===== src/rtl/image_addr_gen_if.sv =====
// Strobe and status bundle between the instruction control unit (master) and image_addr_gen (slave).
// ADDR_W and CNT_W must match the parameters of the attached image_addr_gen.
interface image_addr_gen_if #(
  parameter int ADDR_W = 32,
  parameter int CNT_W  = 16
);
  logic              start;
  logic              im_rd;
  logic              im_we;
  logic [ADDR_W-1:0] rd_addr;
  logic [ADDR_W-1:0] wr_addr;
  logic [CNT_W-1:0]  rd_count;
  logic [CNT_W-1:0]  wr_count;
  logic              busy;
  logic              rd_wrap;
  logic              frame_done;
  logic              rd_overrun;

  modport master (
    output start, im_rd, im_we,
    input  rd_addr, wr_addr, rd_count, wr_count, busy, rd_wrap, frame_done, rd_overrun
  );

  modport slave (
    input  start, im_rd, im_we,
    output rd_addr, wr_addr, rd_count, wr_count, busy, rd_wrap, frame_done, rd_overrun
  );
endinterface


===== src/rtl/image_addr_gen.sv =====
// Registered raw-image read / processed-image write address counters with IDLE/RUN/DONE frame tracking.
// Optional feature: define IMG_ADDR_OVERRUN_GUARD_EN to block reads past a full frame and flag rd_overrun.
module image_addr_gen #(
  parameter int ADDR_W    = 32,
  parameter int STEP      = 4,
  parameter int IMG_BYTES = 152100,
  parameter int CNT_W     = 16
) (
  input logic             clk,
  input logic             rst,
  image_addr_gen_if.slave bus
);

  typedef enum logic [1:0] {IDLE, RUN, DONE} state_t;

  localparam logic [ADDR_W-1:0] LAST_ADDR = ADDR_W'(IMG_BYTES - STEP);
  localparam logic [ADDR_W-1:0] STEP_A    = ADDR_W'(STEP);
  localparam logic [CNT_W-1:0]  WORDS     = CNT_W'(IMG_BYTES / STEP);

  state_t            state_q, state_d;
  logic [ADDR_W-1:0] rd_addr_q, rd_addr_d;
  logic [ADDR_W-1:0] wr_addr_q, wr_addr_d;
  logic [CNT_W-1:0]  rd_count_q, rd_count_d;
  logic [CNT_W-1:0]  wr_count_q, wr_count_d;
  logic              rd_wrap_q, rd_wrap_d;

  logic in_run, rd_last, wr_last, rd_full, rd_accept, wr_accept, clear;

  assign in_run    = (state_q == RUN);
  assign clear     = (state_q == IDLE) && bus.start;
  assign rd_last   = (rd_addr_q == LAST_ADDR);
  assign wr_last   = (wr_addr_q == LAST_ADDR);
  assign rd_full   = (rd_count_q == WORDS);
  assign wr_accept = in_run && bus.im_we;

`ifdef IMG_ADDR_OVERRUN_GUARD_EN
  logic overrun_q, overrun_d, rd_block;
  assign rd_accept = in_run && bus.im_rd && !rd_full;
  assign rd_block  = in_run && bus.im_rd && rd_full;
`else
  assign rd_accept = in_run && bus.im_rd;
`endif

  // NOTE: sequential state uses non-blocking (<=) so every register samples pre-edge values.
  always_ff @(posedge clk or posedge rst) begin
    if (rst) state_q <= IDLE;
    else     state_q <= state_d;
  end

  // NOTE: every always_comb output is defaulted first so no path can infer a latch.
  always_comb begin
    state_d = state_q;
    unique case (state_q)
      IDLE:    if (bus.start) state_d = RUN;
      RUN:     if (bus.im_we && wr_last) state_d = DONE;
      DONE:    state_d = IDLE;
      default: state_d = IDLE;
    endcase
  end

  always_comb begin
    bus.busy       = (state_q == RUN);
    bus.frame_done = (state_q == DONE);
  end

  always_comb begin
    rd_addr_d  = rd_addr_q;
    wr_addr_d  = wr_addr_q;
    rd_count_d = rd_count_q;
    wr_count_d = wr_count_q;
    rd_wrap_d  = 1'b0;
    if (clear) begin
      rd_addr_d  = '0;
      wr_addr_d  = '0;
      rd_count_d = '0;
      wr_count_d = '0;
    end
    if (rd_accept) begin
      rd_addr_d = rd_last ? '0 : rd_addr_q + STEP_A;
      rd_wrap_d = rd_last;
      if (!rd_full) rd_count_d = rd_count_q + CNT_W'(1);
    end
    // Final write moves the FSM to DONE, so wr_count can never pass WORDS.
    if (wr_accept) begin
      wr_addr_d  = wr_last ? '0 : wr_addr_q + STEP_A;
      wr_count_d = wr_count_q + CNT_W'(1);
    end
  end

  always_ff @(posedge clk or posedge rst) begin
    if (rst) begin
      rd_addr_q  <= '0;
      wr_addr_q  <= '0;
      rd_count_q <= '0;
      wr_count_q <= '0;
      rd_wrap_q  <= 1'b0;
    end else begin
      rd_addr_q  <= rd_addr_d;
      wr_addr_q  <= wr_addr_d;
      rd_count_q <= rd_count_d;
      wr_count_q <= wr_count_d;
      rd_wrap_q  <= rd_wrap_d;
    end
  end

`ifdef IMG_ADDR_OVERRUN_GUARD_EN
  always_comb begin
    overrun_d = overrun_q;
    if (clear)    overrun_d = 1'b0;
    if (rd_block) overrun_d = 1'b1;
  end

  always_ff @(posedge clk or posedge rst) begin
    if (rst) overrun_q <= 1'b0;
    else     overrun_q <= overrun_d;
  end

  assign bus.rd_overrun = overrun_q;
`else
  assign bus.rd_overrun = 1'b0;
`endif

  assign bus.rd_addr  = rd_addr_q;
  assign bus.wr_addr  = wr_addr_q;
  assign bus.rd_count = rd_count_q;
  assign bus.wr_count = wr_count_q;
  assign bus.rd_wrap  = rd_wrap_q;

endmodule


===== src/flat_wrapper.sv =====
// flat-port wrapper written by rule: the top's interface ports become plain ports
module image_addr_gen_flat 
#(
  parameter int ADDR_W    = 32,
  parameter int STEP      = 4,
  parameter int IMG_BYTES = 152100,
  parameter int CNT_W     = 16
)
  (clk, rst, bus_start, bus_im_rd, bus_im_we, bus_rd_addr, bus_wr_addr, bus_rd_count, bus_wr_count, bus_busy, bus_rd_wrap, bus_frame_done, bus_rd_overrun);
  image_addr_gen_if #(.ADDR_W(ADDR_W), .CNT_W(CNT_W)) bus_i ();
  input logic clk;
  input logic rst;
  input wire logic [$bits(bus_i.start)-1:0] bus_start;
  input wire logic [$bits(bus_i.im_rd)-1:0] bus_im_rd;
  input wire logic [$bits(bus_i.im_we)-1:0] bus_im_we;
  output wire logic [$bits(bus_i.rd_addr)-1:0] bus_rd_addr;
  output wire logic [$bits(bus_i.wr_addr)-1:0] bus_wr_addr;
  output wire logic [$bits(bus_i.rd_count)-1:0] bus_rd_count;
  output wire logic [$bits(bus_i.wr_count)-1:0] bus_wr_count;
  output wire logic [$bits(bus_i.busy)-1:0] bus_busy;
  output wire logic [$bits(bus_i.rd_wrap)-1:0] bus_rd_wrap;
  output wire logic [$bits(bus_i.frame_done)-1:0] bus_frame_done;
  output wire logic [$bits(bus_i.rd_overrun)-1:0] bus_rd_overrun;
  assign bus_i.start = bus_start;
  assign bus_i.im_rd = bus_im_rd;
  assign bus_i.im_we = bus_im_we;
  assign bus_rd_addr = bus_i.rd_addr;
  assign bus_wr_addr = bus_i.wr_addr;
  assign bus_rd_count = bus_i.rd_count;
  assign bus_wr_count = bus_i.wr_count;
  assign bus_busy = bus_i.busy;
  assign bus_rd_wrap = bus_i.rd_wrap;
  assign bus_frame_done = bus_i.frame_done;
  assign bus_rd_overrun = bus_i.rd_overrun;
  image_addr_gen #(.ADDR_W(ADDR_W), .STEP(STEP), .IMG_BYTES(IMG_BYTES), .CNT_W(CNT_W)) u_core (.clk(clk), .rst(rst), .bus(bus_i));
endmodule

===== config.mk =====
export PLATFORM = sky130hd
export DESIGN_NAME = image_addr_gen_flat
export DESIGN_NICKNAME = d
export VERILOG_FILES = /design/src/rtl/image_addr_gen_if.sv /design/src/rtl/image_addr_gen.sv /design/src/flat_wrapper.sv
export SDC_FILE = /design/constraint.sdc
export NUM_CORES = 1
export LEC_CHECK = 0
export ABC_CLOCK_PERIOD_IN_PS = 3650
export CAP_MARGIN = 25
export CORE_MARGIN = 1.5
export CORE_UTILIZATION = 40
export CTS_CLUSTER_SIZE = 20
export DETAILED_ROUTE_END_ITERATION = 8
export GPL_TIMING_DRIVEN = 0
export HOLD_SLACK_MARGIN = 0.1
export SYNTH_ARGS = -nofsm -noshare
export SYNTH_HDL_FRONTEND = slang
export SYNTH_SLANG_ARGS = --single-unit

===== constraint.sdc =====
create_clock -name clk -period 3.65 [get_ports clk]
set_input_delay 0.365 -clock clk [delete_from_list [all_inputs] [get_ports clk]]
set_output_delay 0.365 -clock clk [all_outputs]
set_load 0.01 [all_outputs]

# Word-level counts from Yosys, hierarchy flattened
# Index checks and enable logic that the tools add are counted.
totals:
  regBits: 99
op_classes:
  add_sub_neg: 4
  eq_ne: 7
  muxes: 14
  n_reduce_logical: 8
ops:
  columns: ["cell", "count"]
  rows:
  - ["2-to-1 mux 32 bit", 5]
  - ["2-to-1 mux 16 bit", 5]
  - ["adder 32 x 3 -> 32 bit (second input constant)", 2]
  - ["equality test 32 x 18 -> 1 bit (second input constant)", 2]
  - ["adder 16 x 1 -> 16 bit (second input constant)", 2]
  - ["equality test 16 bit (second input constant)", 1]
  - ["logical AND 1 bit", 4]
  - ["2-to-1 mux 2 bit", 2]
  - ["inequality test 2 bit (second input constant)", 2]
  - ["one-hot mux 2 bit (2 select lines)", 1]
  - ["nonzero test 2 bit", 2]
  - ["equality test 2 x 1 -> 1 bit (second input constant)", 1]
  - ["equality test 2 bit (second input constant)", 1]
  - ["logical NOT 2 bit", 1]
  - ["AND reduction 2 bit", 1]
  - ["2-to-1 mux 1 bit", 1]

# Logic depth before layout (Yosys ltp)
depth:
  depth_word: 5
  ltp_mapped: 9
  depth_no_buf: 7

# Worst setup path after synthesis
# Ideal clock, no wire load.
synth_path:
  kind: "register to register"
  startpoint: "register u_core.wr_addr_q[23], in the netlist u_core.bus.wr_addr[23]"
  endpoint: "register u_core.wr_addr_q[20], in the netlist u_core.bus.wr_addr[20]"
  setup_ns: 0.132
  t_arrival_ns: 1.987
  slack_ns: 1.531
  path_stages_with_launch: 9
  n_path_buf: 3
  cell_sequence: "dfrtp_1 > buf_6 > or4_4 > nor4_4 > a21oi_2 > buf_6 > buf_6 > a22oi_2 > o41ai_1"
synth_between:
  elab_chain_len: 3
synth_lines:
  columns: ["item", "line_no", "rtl"]
  rows:
  - ["start: declaration", "image_addr_gen.sv:22", "logic [ADDR_W-1:0] wr_addr_q, wr_addr_d;"]
  - ["start signal: assignment", "image_addr_gen.sv:99", "wr_addr_q <= wr_addr_d;"]
  - ["equality test 32 x 18 -> 1 bit", "image_addr_gen.sv:32", "assign wr_last = (wr_addr_q == LAST_ADDR);"]
  - ["2-to-1 mux 32 bit", "image_addr_gen.sv:85", "wr_addr_d = wr_last ? '0 : wr_addr_q + STEP_A;"]
  - ["2-to-1 mux 32 bit", "image_addr_gen.sv:84", "if (wr_accept) begin"]
# Every way passes these cells.
# A chain may end at the register's enable or synchronous reset.

# Final worst setup path
layout_path:
  startpoint: "register u_core.rd_addr_q[2], in the netlist u_core.bus.rd_addr[2]"
  endpoint: "register u_core.rd_addr_q[20], in the netlist u_core.bus.rd_addr[20]"
layout_between:
  elab_chain_len: 3
  word_cells_on_any_way: 4
layout_lines:
  columns: ["item", "line_no", "rtl"]
  rows:
  - ["start: declaration", "image_addr_gen.sv:21", "logic [ADDR_W-1:0] rd_addr_q, rd_addr_d;"]
  - ["start signal: assignment", "image_addr_gen.sv:98", "rd_addr_q <= rd_addr_d;"]
  - ["adder 32 x 3 -> 32 bit or equality test 32 x 18 -> 1 bit (tied branches)", "image_addr_gen.sv:79, image_addr_gen.sv:31", null]
  - ["2-to-1 mux 32 bit (*)", "image_addr_gen.sv:79", "rd_addr_d = rd_last ? '0 : rd_addr_q + STEP_A;"]
  - ["2-to-1 mux 32 bit (*)", "image_addr_gen.sv:78", "if (rd_accept) begin"]
# Mark *: on every way between the ends. The rest lies on a longest branch, timed or not.

==> metrics.txt <==
status=complete, no violations; Final TNS setup=0 ns; EDFF count, synth=0; Internal=1870 µW; CTS clock-pin slew for the worst setup and hold paths=0.07 ns; RSZ-0062 raised after global routing=false; total area of multi-input combinational cells=2770 µm²; Post-Syn Instances=604; Setup crit end kind=flip-flop; Total Routing Usage GR=0.217; crit start category=flip-flop; f_max=391 MHz; top fanout value on the critical path=8; Syn-to-layout area delta=28.2%; Die W=119 µm; layout cells sized above 1=0.0732; CTS Buf Count=9; most common cell after layout, fill and taps aside=clkdlybuf4s50_1; core area=13200 µm²; Sink Count=95; Vias=5312; routed length per instance=17.2 µm; measured slew at the worst slew-check pin=1.02 ns; YS warnings=0; ys async rst share=1.00; initial antenna violation count=0; logic gate share of total power=0.219; diodes inserted=0; CTS tree=built; fin crit share=0.700; crit path DAT=2.79 ns; total wire length=15.5 mm; Initial Utilization=0.409; Mapped Area=5390 µm²; register area=2380 µm²; Slew Viols, Final=0; PostCTS Resize Cnt=0; commonest cells after routing, fill and taps aside=99 x clkdlybuf4s50_1, 95 x dfrtp_1, 84 x nand2_1; Initial DRC Count=473; part of the power in registers=0.458; port bufs=99; slew margin rel.=0.315; Die Span Y=119 µm; root buf cell=clkbuf_16; Worst-Skew Late Latency=0.35 ns; drt pass-1 iters=5; Yosys reg bits=95; Reg2Reg Setup Slack=1.09 ns; Fillers=1221; I/O pins=105; min-delay worst type=flip-flop to flip-flop; H-tree level count=3; grt ovf=0; main area contributors after synthesis=dfrtp_1 44%, nand2_1 5.8%, o21ai_0 4.5%; Top FF cell, synth=dfrtp_1; Tmin final=2.56 ns; vias in the first global route=4811; # setup viols final=0; CP Class=flip-flop to flip-flop; DP HPWL=10.7 mm; fin area=6920 µm²; Max-Cap Viols=0; largest net degree at the start of global routing=54; Final Power=2720 µW; postcts setup bufs=0; pwr dens=394 nW/µm²; drt via density=5.90; register area share after synthesis=0.441; die area=14200 µm²; RD Place Congestion=0.899; Synth top area share=0.441; P_leak=0.00278 µW; Post-DP Area=6650 µm²; minimum hold slack=0.493 ns; Clk network pwr share=0.323; switching share of power=0.315; row count=42; P_sw=856 µW; Yosys cell types=59; Syn Area/Cell=8.93 µm²; first-pass GRT wire length=24.9 mm; Critical Path RT=3.88 ns; final-report hold violation count=0; # nets final=731; ANT nets after route=0; Final Skew=0.00678 ns; Clock Tree Buf Depth=2; post-synth top area cell=dfrtp_1; Peak supply drop=0.219 mV; # DRC=0; hold_buf cts=0
-- power groups by stage --
stage	Combinational, µW	Clock (µW)	Sequential, µW
final	597	878	1250
after global routing	660	936	1260
after CTS	600	899	1250
after detailed placement	596	0	1270
after global placement	584	0	1260
after floorplan	309	0	1270
-- sequential cells by signal (all words and copies together) (netlist names) --
signal,count
u_core.bus.rd_wrap,1
u_core.state_q,2
u_core.bus.wr_count,16
u_core.bus.rd_addr,30
u_core.bus.rd_count,16
u_core.bus.wr_addr,30
-- final timing paths --
check,from,to,cells after the start
max,u_core.bus.rd_addr[2],u_core.bus.rd_addr[20],6
min,u_core.bus.wr_count[15],u_core.bus.wr_count[15],1
max reg2reg,u_core.bus.rd_addr[2],u_core.bus.rd_addr[20],6
min reg2reg,u_core.bus.wr_count[15],u_core.bus.wr_count[15],1
max in group asynchronous,rst,u_core.bus.rd_addr[4],3
min in group asynchronous,rst,u_core.bus.wr_count[15],2
-- Yosys cell counts (4+ instances only) --
| library cell | number |
|---|---|
| and3_1 | 12 |
| a41oi_1 | 4 |
| nand3_1 | 44 |
| a22o_1 | 4 |
| xor2_1 | 5 |
| nor3b_1 | 5 |
| nor4_1 | 12 |
| o211ai_1 | 6 |
| o31ai_1 | 7 |
| or4_1 | 6 |
| mux2i_1 | 10 |
| inv_1 | 12 |
| buf_2 | 10 |
| clkbuf_1 | 13 |
| a21o_1 | 4 |
| buf_6 | 7 |
| o21ai_0 | 49 |
| nor2_1 | 26 |
| ha_1 | 7 |
| a21oi_1 | 29 |
| and2_1 | 5 |
| a31oi_1 | 39 |
| and4_1 | 13 |
| dfrtp_1 | 95 |
| nand2_1 | 84 |
| buf_4 | 5 |
| nand4_1 | 26 |
| nor3_1 | 12 |
-- worst max-delay path, cell delays in order (launching register included) --
cell	delay [ns]
dfrtp_1	0.47
ha_1	0.28
nand4_1	0.18
nor3_1	0.86
nand3_1	0.20
and3_1	0.24
a211o_1	0.22
-- layer usage --
| metal | GRT usage | share of wire | up-vias |
|---|---|---|---|
| li1 | - | - | 2492 |
| met1 | 0.300 | 0.45 | 2594 |
| met2 | 0.353 | 0.48 | 207 |
| met3 | 0.0316 | 0.056 | 19 |
| met4 | 0.0693 | 0.013 | 0 |
| met5 | 0 | 0 | - |
-- cell type report --
type / instances / share of cell area
Buffer: 35 / 0.0311
Clock buffer: 10 / 0.0331
Timing Repair Buffer: 100 / 0.147
Inverter: 12 / 0.00688
Tap cell: 176 / 0.0318
Sequential cell: 95 / 0.344
Multi-Input combinational cell: 466 / 0.401
Clock inverter: 6 / 0.00543
-- kinds of logic after synthesis --
group,synth area share
compound gates,0.184
xor+xnor,0.0130
fa+ha+maj,0.0162
buf+inv,0.0483
flops,0.441
mux,0.0186
other cells,0.000695
simple gates,0.278
-- per-stage QoR --
step                setup WS [ns]  cells  utilization
finish                       1.09    900        0.524
global placement           -0.860    883        0.502
global route                0.888    900        0.524
detailed placement          0.998    884        0.504
CTS                          1.10    900        0.524
floorplan                   0.808    608            -
No activity file was read; power rests on OpenSTA's default activity.
